<file path="src/rtl/ps2_pkg.sv">
// rtl/ps2_pkg.sv - shared constants and frame check for the PS/2 receiver
package ps2_pkg;
  localparam int PS2_FRAME_BITS  = 11;
  localparam int START           = 0;
  localparam int PAR             = 9;
  localparam int STOP            = 10;
  localparam int PS2_FIFO_DEPTH  = 8;
  localparam int PS2_TIMEOUT_CYC = 50000;

  // Start low, stop high, odd parity across the data byte and parity bit.
  function automatic logic frame_ok(input logic [PS2_FRAME_BITS-1:0] f);
    return (f[START] == 1'b0) && (f[STOP] == 1'b1) && ((^f[PAR:START+1]) == 1'b1);
  endfunction
endpackage

</file>
<file path="src/rtl/ps2_rx_fifo.sv">
// rtl/ps2_rx_fifo.sv - show-ahead synchronous FIFO, write accepted when full if a pop coincides
module ps2_rx_fifo #(
  parameter int DEPTH = 8,
  parameter int WIDTH = 8
) (
  input  logic             clk,
  input  logic             clrn,
  input  logic             wr_en,
  input  logic [WIDTH-1:0] wr_data,
  input  logic             rd_en,
  output logic [WIDTH-1:0] rd_data,
  output logic             full,
  output logic             empty
);
  localparam int AW = $clog2(DEPTH);

  logic [AW:0]      wp, rp;
  logic [WIDTH-1:0] mem [DEPTH];
  logic             do_rd, do_wr;

  assign empty = (wp == rp);
  assign full  = (wp[AW] != rp[AW]) && (wp[AW-1:0] == rp[AW-1:0]);
  assign do_rd = rd_en & ~empty;
  assign do_wr = wr_en & (~full | do_rd);

  always_ff @(posedge clk or negedge clrn) begin
    if (!clrn) begin
      wp <= '0;
      rp <= '0;
    end else begin
      if (do_wr) wp <= wp + 1'b1;
      if (do_rd) rp <= rp + 1'b1;
    end
  end

  always_ff @(posedge clk) begin
    if (do_wr) mem[wp[AW-1:0]] <= wr_data;
  end

  assign rd_data = empty ? '0 : mem[rp[AW-1:0]];
endmodule

</file>
<file path="src/rtl/ps2_rx.sv">
// rtl/ps2_rx.sv - PS/2 device-to-host frame receiver feeding a byte FIFO
module ps2_rx
  import ps2_pkg::*;
#(
  parameter int FIFO_DEPTH  = PS2_FIFO_DEPTH,
  parameter int TIMEOUT_CYC = PS2_TIMEOUT_CYC
) (
  input  logic       clk,
  input  logic       clrn,
  input  logic       ps2_clk,
  input  logic       ps2_data,
  input  logic       nextdata_n,
  output logic [7:0] data,
  output logic       ready,
  output logic       overflow,
  output logic       frame_err
);
  localparam int WDW = $clog2(TIMEOUT_CYC + 1);

  logic [2:0]                s;
  logic [1:0]                d;
  logic [3:0]                cnt;
  logic [PS2_FRAME_BITS-2:0] sr;
  logic [WDW-1:0]            wd;
  logic [PS2_FRAME_BITS-1:0] frame;
  logic                      fall, last, good, full, empty, pop;

  assign fall  = s[2] & ~s[1];
  // Frame as it stands once the bit arriving on this edge is included.
  assign frame = {d[1], sr};
  assign last  = fall && (cnt == 4'(PS2_FRAME_BITS - 1));
  assign good  = last && frame_ok(frame);
  assign pop   = ~nextdata_n & ~empty;
  assign ready = ~empty;

  ps2_rx_fifo #(.DEPTH(FIFO_DEPTH), .WIDTH(8)) u_fifo (
    .clk     (clk),
    .clrn    (clrn),
    .wr_en   (good),
    .wr_data (frame[PAR-1:START+1]),
    .rd_en   (~nextdata_n),
    .rd_data (data),
    .full    (full),
    .empty   (empty)
  );

  always_ff @(posedge clk or negedge clrn) begin
    if (!clrn) begin
      s         <= 3'b111;
      d         <= 2'b11;
      cnt       <= '0;
      sr        <= '0;
      wd        <= '0;
      overflow  <= 1'b0;
      frame_err <= 1'b0;
    end else begin
      s         <= {s[1:0], ps2_clk};
      d         <= {d[0], ps2_data};
      frame_err <= last & ~frame_ok(frame);
      // A pop in the same cycle makes room, so a write into a full FIFO is not an overflow.
      if (pop)               overflow <= 1'b0;
      else if (good && full) overflow <= 1'b1;
      if (fall) begin
        wd  <= '0;
        sr  <= frame[PS2_FRAME_BITS-1:1];
        cnt <= last ? 4'd0 : cnt + 4'd1;
      end else if (cnt != 4'd0) begin
        if (wd == WDW'(TIMEOUT_CYC - 1)) begin
          cnt <= '0;
          wd  <= '0;
        end else begin
          wd <= wd + 1'b1;
        end
      end
    end
  end
endmodule

</file>
<file path="config.mk">
export PLATFORM = sky130hd
export DESIGN_NAME = ps2_rx
export DESIGN_NICKNAME = d
export VERILOG_FILES = /design/src/rtl/ps2_pkg.sv /design/src/rtl/ps2_rx_fifo.sv /design/src/rtl/ps2_rx.sv
export SDC_FILE = /design/constraint.sdc
export NUM_CORES = 1
export LEC_CHECK = 0
export ABC_AREA = 1
export BUFFER_PORTS_ARGS = -buffer_cell sky130_fd_sc_hd__buf_2
export CAP_MARGIN = 20
export CORE_MARGIN = 2
export CORE_UTILIZATION = 55
export CTS_CLUSTER_DIAMETER = 30
export DETAILED_ROUTE_END_ITERATION = 8
export HOLD_SLACK_MARGIN = 0.08
export PLACE_DENSITY = 0.75
export SLEW_MARGIN = 25
export SYNTH_ARGS = -nofsm -noshare
export SYNTH_HDL_FRONTEND = slang
export SYNTH_SLANG_ARGS = --single-unit
</file>
<file path="constraint.sdc">
create_clock -name clk -period 2.41 [get_ports clk]
set_input_delay 0.1205 -clock clk [delete_from_list [all_inputs] [get_ports clk]]
set_output_delay 0.1205 -clock clk [all_outputs]
set_load 0.02 [all_outputs]
</file>
Word level (Yosys, flattened, before mapping)
Memory sizes are Yosys's and may differ from the RTL's.
Cells that the tools add are included.

cells by class
  add/sub/neg operators = 4
  equal/unequal tests = 5
  mux-type cells = 12
  bitwise operators = 11
  reductions and logical operators = 12

operators with widths
  cell                   number
  $mux 16                3
  $add 16x1->16 const B  1
  $eq 16x16->1 const B   1
  $mux 4                 4
  $add 4x1->4 const B    3
  $reduce_xor 9->1       1
  $mux 8                 1
  $logic_and 1x1->1      6
  $not 1->1              6
  $reduce_bool 2->1      3
  $and 1x1->1            4
  $eq 4x4->1             1
  $eq 4x4->1 const B     1
  $mux 1                 4
  $reduce_bool 4->1      1
  $eq 3x3->1             1
  $reduce_and 2->1       1
  $ne 1x1->1             1
  $or 1x1->1             1

word-level totals
  register bits = 45
  memory bits (writable) = 64
  bits of input ports = 5
  memories kept = 1

memories
  name        words  bits a word  read ports  clocked after Yosys merged registers in  write ports  line               RTL
  u_fifo.mem  8      8            1           0                                        1            ps2_rx_fifo.sv:18  logic [WIDTH-1:0] mem [DEPTH];

Depth between registers and ports, before layout
Gate-level depths: netlist of the first run.

  depth after elaboration = 7
  mapped depth = 13

By module
A second synthesis of the first run with hierarchy kept.

second synthesis, totals
  cells, all modules = 497
  area total of the unflattened synthesis = 5021.1 sq um

by module, submodules not included
  module       instances  cells an instance  area each (sq um)
  ps2_rx_fifo  1          270                3074.2
  ps2_rx       1          227                1946.9

Worst setup path after synthesis of the first run
OpenSTA, ideal clock, no wires.

  path kind = register to register
  start = register cnt[0]
  end = memory u_fifo.mem[0][0], enable pin
  setup time = 383 ps
  arrival time = 1952 ps
  path slack = 75 ps
  cell stages (with the launch flop) = 8
  path buffers = 1
  cells stage by stage = dfrtp_1 -> inv_1 -> ha_1 -> nand3_1 -> nor2_1 -> nand4_4 -> buf_6 -> nor3_1

between the ends
  longest elaborated chain between the ends = 6

RTL lines
  item                          line               RTL
  start, declared               ps2_rx.sv:22       logic [3:0] cnt;
  start signal, assigned        ps2_rx.sv:66       cnt <= last ? 4'd0 : cnt + 4'd1;
  $eq 4x4->1                    ps2_rx.sv:31       assign last = fall && (cnt == 4'(PS2_FRAME_BITS - 1));
  $logic_and 1x1->1             ps2_rx.sv:31
  $logic_and 1x1->1             ps2_rx.sv:32       assign good = last && frame_ok(frame);
  $and 1x1->1                   ps2_rx_fifo.sv:24  assign do_wr = wr_en & (~full | do_rd);
  $mux 1                        ps2_rx_fifo.sv:37  if (do_wr) mem[wp[AW-1:0]] <= wr_data;
  $mux 1 (implied by the code)  ps2_rx_fifo.sv:37
  end, declared                 ps2_rx_fifo.sv:18

No other way between the ends.

Worst setup path after layout of the first run
  start = register u_fifo.rp[0]
  end = output port data[0]

between the ends
  longest elaborated chain between the ends = 2

RTL lines
  item                                              line               RTL
  start, declared                                   ps2_rx_fifo.sv:17  logic [AW:0] wp, rp;
  start signal, assigned                            ps2_rx_fifo.sv:32  if (do_rd) rp <= rp + 1'b1;
  $mem_v2 8x8 / $eq 4x4->1 (equally long branches)  -
  $mux 8 *                                          ps2_rx_fifo.sv:40  assign rd_data = empty ? '0 : mem[rp[AW-1:0]];
  end, declared                                     ps2_rx.sv:13       output logic [7:0] data,

Mark *: on every way between the ends. The rest lies on a longest branch, timed or not.

==> results of run 1 <==
## cell usage after synthesis (all sizes together)
library cell   n  area share, %
a211oi         1           0.16
a21oi         10            1.0
a22oi          1           0.16
a31oi         11            1.4
buf            6           0.90
clkbuf        11            1.3
dfrtp         40             21
dfstp          5            2.7
edfxtp        64             40
ha             6            1.6
inv           45            3.5
nand2         79            6.3
nand3         14            1.4
nand4         11            1.7
nor2          78            6.1
nor3          10            1.0
o21ai         59            6.1
o22ai         10            1.3
o31ai          1           0.16
xnor2          5           0.90
xor2          10            1.8
## state kept, by name, indices dropped and copies added (netlist names)
register and flops:
u_fifo.mem 64, sr 10, s 3, cnt 4, u_fifo.wp 4, d 2
u_fifo.rp 4, wd 16, frame_err 1, overflow 1
## layer usage
metal / wire (um) / vias up
li1: - / 1686
met1: 4320 / 1654
met2: 5150 / 89
met3: 504 / 25
met4: 289 / 0
met5: 0 / -
## per-stage QoR
stage	setup slack, ns	instances	hold slack, ns
after floorplan	0.0748	477	-0.175
after global placement	0.328	604	0.224
after detailed placement	0.169	604	0.227
after CTS	0.0796	623	0.111
after global routing	0.0113	624	0.124
final	0.185	624	0.123
## where the power goes
group | total [mW] | internal (mW) | switching, mW
clock network | 1.09 | 0.411 | 0.683
logic | 1.81 | 0.620 | 1.19
registers | 2.38 | 2.17 | 0.209
total | 5.29 | 3.20 | 2.09
## what timing repair did
item / in CTS / in global routing
gates resized for setup: 0 / 6
setup buffers: 0 / 1
hold buffers: 3 / 0
hold endpoints to repair: 28 / 0
endpoints found under the setup margin: 0 / 56
## cell type report
class                           instances  share of cell area [%]
Tap cell                              108                    2.53
Sequential cell                       109                    57.2
Clock buffer                            9                    2.32
Inverter                               45                    3.23
Clock inverter                          7                    1.36
Timing Repair Buffer                   40                    5.05
Multi-Input combinational cell        306                    28.3
## path summary, 6_finish.rpt
path                               endpoint  slack [ns]  cells after the start
max                                 data[0]        0.18                      8
min                            u_fifo.wp[1]        0.12                      4
max reg2reg                u_fifo.mem[4][3]        0.25                     11
min reg2reg                            s[1]        0.36                      0
max in group asynchronous            wd[13]        1.49                      3
min in group asynchronous      u_fifo.rp[0]        0.33                      2
## worst reg2reg max path, delay by kind of cell (launching register included)
family | cells | cell delay, ns
buffers and inverters | 3 | 0.38
DFF | 1 | 0.56
and+or+nand+nor | 8 | 0.96
## logic make-up after synthesis
group,share of synthesized area (%)
AOI/OAI and AO/OA,10.3
buffers and inverters,5.66
adders and majority gates,1.55
xor gates and xnor gates,2.71
DFF,63.1
and+or+nand+nor,16.7
## cell usage in the layout, fill, tap and decap left out, types with 9 or more instances in the layout
cell type  count
nand2_1       77
dfrtp_1       35
edfxtp_1      64
buf_4         22
clkbuf_8       9
nor2_1        76
o21ai_0       59
inv_1         44
xor2_1        10
nand3_1       14
o22ai_1       10
a31oi_1       11
buf_2         15
a21oi_1       10
nor3_1        10
nand4_1       10
==> metrics.md, run 1 <==
| Metric | Value |
|---|---|
| Most Crowded Layer GR | `met2` |
| Layout area overhead | `10.5%` |
| Yosys warns | `0` |
| Critical Path Start | `u_fifo.rp[0]` |
| Max Slew Vio Count | `0` |
| GRT met3 Usage | `3.87%` |
| Via count | `between 3000 and 4000` |
| Die Span Y | `~100 um` |
| Reg-to-reg critical path startpoint | `sr[1]` |
| Final setup TNS | `0 ns` |
| Worst EP arrival | `about 2.1 ns` |
| Crit-path cells | `buf_4, inv_1, buf_4, nor2_1, o22ai_1, o21ai_0, a31oi_1, buf_2` |
| DRT iter0 DRCs | `~260` |
| Count of buffers from port buffering | `15` |
| Area occupied by registers | `0.00306 mm2` |
| Final setup vio count | `0` |
| Max Cap Viol | `0` |
| Total grt overflow | `0` |
| Non-Filler Cell Area, Final | `between 0.005 and 0.006 mm2` |
| Critical Path RT | `about 2.3 ns` |
| Min-delay src | `nextdata_n` |
| Vias in the first global route | `between 3000 and 4000` |
| Crit-path max cell delay | `approximately 0.42 ns` |
| Post-Synthesis Cells | `roughly 480` |
| Via density per instance | `~5.5` |
| Unrepaired setup endpoints after global routing | `no` |
| Period Utilization, post-route | `between 90 and 100%` |
| Core area | `0.00864 mm2` |
| Maximum clock rate | `0.449 GHz` |
| Flops & latches, synth | `between 100 and 150` |
| Later-pin clock latency in the skew report | `between 0.3 and 0.4 ns` |
| Max rail drop VDD | `around 340 uV` |
| Initial antenna violation count | `0` |
| Crit Path Class | `flop to output pin` |
| Syn Area/Cell | `10.2 um2` |
| CTS clk-pin slew, worst paths | `around 0.1 ns` |
| Status | `complete, no violations` |
| Min-delay worst type | `primary input to flop` |
| Worst-margin pin slew | `0.728 ns` |
| Startpoint types | `flop` |
| Clock Path Buffers | `2` |
| Netlist cell types | `29` |
| Residual DRC | `0` |
| Crit path buf inv count | `4` |
| Post-synth net total | `488` |
| Final Core Density | `61.9%` |
| Mapped Area | `~0.0048 mm2` |
| Pin count of the biggest net entering global routing | `34` |
| DRT Wirelength | `a little over 10 mm` |
| Num rows | `34` |
| Post-synthesis sequential area ratio | `~63%` |
| Final net count | `between 500 and 600` |
| Final Hold Vio Count | `0` |
| Worst slew margin | `between 50% and 60%` |
| Die width | `just under 100 um` |
| CTS tree | `done` |
| LEAKAGE | `roughly 2.2 nW` |
| Final ANT Viol Nets | `0` |
| Final Total Pwr | `approximately 5.3 mW` |
| Routing usage on met2 | `38.5%` |
| Ant diodes | `0` |
| Crit path time final | `about 2.2 ns` |
| Clock Sinks | `approximately 110` |
| DIE AREA | `roughly 0.0096 mm2` |
| DRT Pass-1 Iters | `4` |
| CTS root buf | `clkbuf_8` |
| Kind of end point of the critical path | `output pin` |
| Share of layout cells above drive strength 1 | `roughly an eighth` |
| Worst-path fanout max | `32` |
| First-pass GRT wire length | `17.0 mm` |
| Total track usage | `22.9%` |
| Total CTS buffers | `9` |
| Placed instance area | `between 0.005 and 0.006 mm2` |
| Ports | `16` |
| Initial Util | `56.1%` |
| GP Congestion | `approximately 0.85` |
| WL per Instance | `roughly 16 um` |
| Pwr per Cell Area | `988 mW/mm2` |
| Met1 usage | `a little under 30%` |
| Fillcell total | `about 720` |
| HPWL Detailed | `~7.2 mm` |
| Slowest CP cell | `dfrtp_1` |
| Clock skew | `0.0162 ns` |
| Most used cell, CP | `buf_4` |
| Htree depth | `3` |
| CP top delay family | `buffers and inverters` |
| Footprint of the multi-input gates | `0.00151 mm2` |
Note: power is estimated with default switching activity, not from simulation.
==> inputs of run 2 (changes only) <==
ABC_AREA = 0   (was 1)
==> run 2 against run 1 <==
Effect of this change: critical path depth down 1; final area up 1.4%; core utilization up 3.4 points; maximum frequency down 4.2%; critical path type is now flop to flop.
==> metrics.md, run 2 <==
| Metric | Value |
|---|---|
| Status | `complete, no violations (unchanged)` |
| Post-Synthesis Cells | `335 (was 477)` |
| Total grt overflow | `0 (unchanged)` |
| Crit path time final | `2.32 ns (was 2.23 ns)` |
| Reg2reg path depth | `7 (was 11)` |
| Top layer in use | `met4 (unchanged)` |
| Max Slew Vio Count | `0 (unchanged)` |
| Netlist cell types | `53 (was 29)` |
| Die Span Y | `97.1 um (was 97.8 um)` |
| Sw power | `1.81 mW (was 2.09 mW)` |
| GP Congestion | `0.790 (was 0.852)` |
| Flops & latches, synth | `109 (unchanged)` |
| Post-synthesis sequential area ratio | `64.1% (was 63.1%)` |
| Max rail drop VDD | `455 uV (was 344 uV)` |
| Syn Area/Cell | `14.2 um2 (was 10.2 um2)` |
| Final ANT Viol Nets | `0 (unchanged)` |
| First-pass GRT wire length | `14.9 mm (was 17.0 mm)` |
| Flop pwr share | `44.6% (was 45.0%)` |
| Internal power | `3.33 mW (was 3.20 mW)` |
| Power share of the clock group | `21.2% (was 20.7%)` |
| Maximum clock rate | `0.431 GHz (was 0.449 GHz)` |
| Fillcell total | `584 (was 719)` |
| Cell count after placement | `468 (was 604)` |
| Count leader, synth | `edfxtp_1 (was nand2_1)` |
| Period Utilization, post-route | `96.4% (was 92.3%)` |
| Startpoint types | `flop (unchanged)` |
| CTS tree | `done (unchanged)` |
| Reg2reg end | `u_fifo.wp[1] (was u_fifo.mem[4][3])` |
| Worst-path fanout max | `5 (was 32)` |
| Num rows | `33 (was 34)` |
| Synth area leaders | `edfxtp_1, dfrtp_1, mux4_2, nand2_1, dfstp_2 (was edfxtp_1, dfrtp_1, o21ai_0, nand2_1, nor2_1)` |
| Largest family of logic cells by synthesized area | `simple AND/OR/NAND/NOR gates (unchanged)` |
| List of most frequent post-synthesis cells | `edfxtp_1, nand2_1, dfrtp_1 (was nand2_1, nor2_1, edfxtp_1)` |
| WL met3 | `438 um (was 504 um)` |
| Reg-to-reg critical path startpoint | `sr[3] (was sr[1])` |
| Number of synthesized flops with an enable pin | `64 (unchanged)` |
| DRT iter0 DRCs | `206 (was 261)` |
| Cell taking the most area after synthesis | `edfxtp_1 (unchanged)` |
| Final net count | `392 (was 522)` |
| Count of buffers from port buffering | `15 (unchanged)` |
| Pin count of the biggest net entering global routing | `46 (was 34)` |
| CTS root buf | `clkbuf_8 (unchanged)` |
| Htree depth | `3 (unchanged)` |
| Mux cell area share after synthesis | `9.80% (was 0%)` |
| WL per Instance | `19.1 um (was 16.4 um)` |
| Final Hold Vio Count | `0 (unchanged)` |
| Metal-1 WL | `4.17 mm (was 4.32 mm)` |
| Critical Path RT | `2.68 ns (was 2.29 ns)` |
| Crit Path Class | `flop to flop (was flop to output pin)` |
| Commonest non-fill, non-tap cell in the layout | `edfxtp_1 (was nand2_1)` |
| Total CTS buffers | `9 (unchanged)` |
| Worst slew margin | `60.8% (was 51.5%)` |
| Final setup vio count | `0 (unchanged)` |
| Mapped Area | `0.00476 mm2 (was 0.00484 mm2)` |
| Worst EP arrival | `2.60 ns (was 2.10 ns)` |
| Layout area overhead | `13.9% (was 10.5%)` |
| Via count | `2849 (was 3454)` |
| Via density per instance | `5.80 (was 5.54)` |
| Residual DRC | `0 (unchanged)` |
| Synth Area in Adders | `1.58% (was 1.55%)` |
| Simple-gate share of the synthesized area | `12.8% (was 16.7%)` |
| DRT Wirelength | `9.38 mm (was 10.3 mm)` |
| XOR/XNOR Fraction of Synth Area | `5.23% (was 2.71%)` |
| Vias in the first global route | `2740 (was 3416)` |
| Later-pin clock latency in the skew report | `0.38 ns (about the same)` |
| Area fraction of the dominant cell type after synthesis | `40.3% (was 39.7%)` |
| Post-synthesis compound-gate area fraction | `4.65% (was 10.3%)` |
| Ant diodes | `0 (unchanged)` |
| Met2 Wirelength | `4.59 mm (was 5.15 mm)` |
| DRT Pass-1 Iters | `4 (unchanged)` |
| Most frequent cells in the layout | `edfxtp_1, nand2_1, dfrtp_1 (was nand2_1, nor2_1, edfxtp_1)` |
| Core area | `0.00830 mm2 (was 0.00864 mm2)` |
| Crit path capture | `u_fifo.wp[1] (was data[0])` |
| Post-synth net total | `346 (was 488)` |
| Share of flip-flops with an asynchronous set or reset | `41.3% (unchanged)` |
| Max reg flops | `64 (unchanged)` |
| Initial antenna violation count | `0 (unchanged)` |
| Max Cap Viol | `0 (unchanged)` |
| Clock Sinks | `109 (unchanged)` |
| Ys flop type | `edfxtp_1 (unchanged)` |
| Die width | `97.1 um (was 97.8 um)` |
| Share of layout cells above drive strength 1 | `25.1% (was 13.4%)` |
| LEAKAGE | `2.12 nW (was 2.22 nW)` |
| CTS clk-pin slew, worst paths | `0.11 ns (was 0.10 ns)` |
| Kind of end point of the critical path | `flop (was output pin)` |
| Comb power frac | `34.2% (was 34.3%)` |
| Flop2flop setup slack | `0.09 ns (was 0.25 ns)` |
| Worst-margin pin slew | `0.584 ns (was 0.728 ns)` |
| Clock skew | `0.0127 ns (was 0.0162 ns)` |
| Min-delay worst type | `primary input to async pin (was primary input to flop)` |
| Total track usage | `20.8% (was 22.9%)` |
| Clock Path Buffers | `2 (unchanged)` |
| Sw Share | `35.2% (was 39.4%)` |
| Yosys warns | `0 (unchanged)` |
| DIE AREA | `0.00942 mm2 (was 0.00957 mm2)` |
| Ports | `16 (unchanged)` |
| Initial Util | `57.4% (was 56.1%)` |
| Pwr per Cell Area | `947 mW/mm2 (was 988 mW/mm2)` |
| Critical Path Start | `sr[3] (was u_fifo.rp[0])` |
| Final Instance Count excl. Fillers | `491 (was 624)` |
| Final Core Density | `65.4% (was 61.9%)` |
| Unrepaired setup endpoints after global routing | `no (unchanged)` |
| HPWL Detailed | `6.44 mm (was 7.19 mm)` |
## run 2: power groups by stage
stage | registers (mW) | clock network [mW] | logic [mW]
after floorplan | 2.33 | 0 | 1.20
after global placement | 2.33 | 0 | 1.65
after detailed placement | 2.33 | 0 | 1.70
after CTS | 2.29 | 1.11 | 1.70
after global routing | 2.32 | 1.18 | 1.93
final | 2.29 | 1.09 | 1.76
## run 2: worst max-delay path, stage by stage (launching register included)
cell,delay [ns]
dfrtp_1,0.41
xnor2_1,0.16
xnor3_2,0.51
xnor2_4,0.28
o2111ai_4,0.24
buf_4,0.21
buf_4,0.13
mux2_4,0.28
## run 2: layout make-up
class | instances | area, um2 | area share (%)
clock buffer | 9 | 124 | 2.28
clock inverter | 7 | 75.1 | 1.38
inverter | 7 | 26.3 | 0.484
multi-input combinational | 207 | 1690 | 31.1
sequential | 109 | 3050 | 56.3
tap | 105 | 131 | 2.42
timing repair buffer | 47 | 328 | 6.04
## run 2: worst min-delay path by stage
stage	cells after the start	to	start
global placement	1	d[0]	ps2_data
global route	2	wd[0]	clrn
floorplan	0	cnt[0]	clrn
detailed placement	1	s[0]	ps2_clk
finish	2	wd[8]	clrn
CTS	0	d[1]	d[0]
## run 2: cell families (layout without fill, tap and decap cells)
kind of cell | count (synthesis) | count (layout)
simple gates | 119 | 119
buf+inv | 20 | 70
mux | 26 | 26
xor+xnor | 25 | 25
compound gates | 30 | 31
flops | 109 | 109
fa+ha+maj | 6 | 6
## run 2: layer usage
metal	vias to the layer above	track usage [%]
met5	-	0
met4	0	8.02
met3	15	2.81
met2	68	31.8
met1	1434	30.8
li1	1332	-
## run 2: repair_timing
action | CTS | global route
setup buffers | 1 | 1
pin swaps | 1 | 1
hold buffers | 4 | 0
setup endpoints to repair | 8 | 45
hold endpoints to repair | 43 | 0
cloned | 0 | 1
resized for setup | 0 | 3
## run 2: through the flow
stage / setup slack [ns] / TNS, ns / hold WS (ns) / cell area (um2) / power (mW)
after floorplan: -0.237 / -8.49 / -0.175 / 4790 / 3.54
after global placement: 0.138 / 0 / 0.227 / 5130 / 3.97
after detailed placement: 0.0179 / 0 / 0.227 / 5130 / 4.03
after CTS: 0.0213 / 0 / 0.363 / 5380 / 5.10
after global routing: 0.0342 / 0 / 0.321 / 5430 / 5.42
final: 0.0877 / 0 / 0.266 / 5430 / 5.14
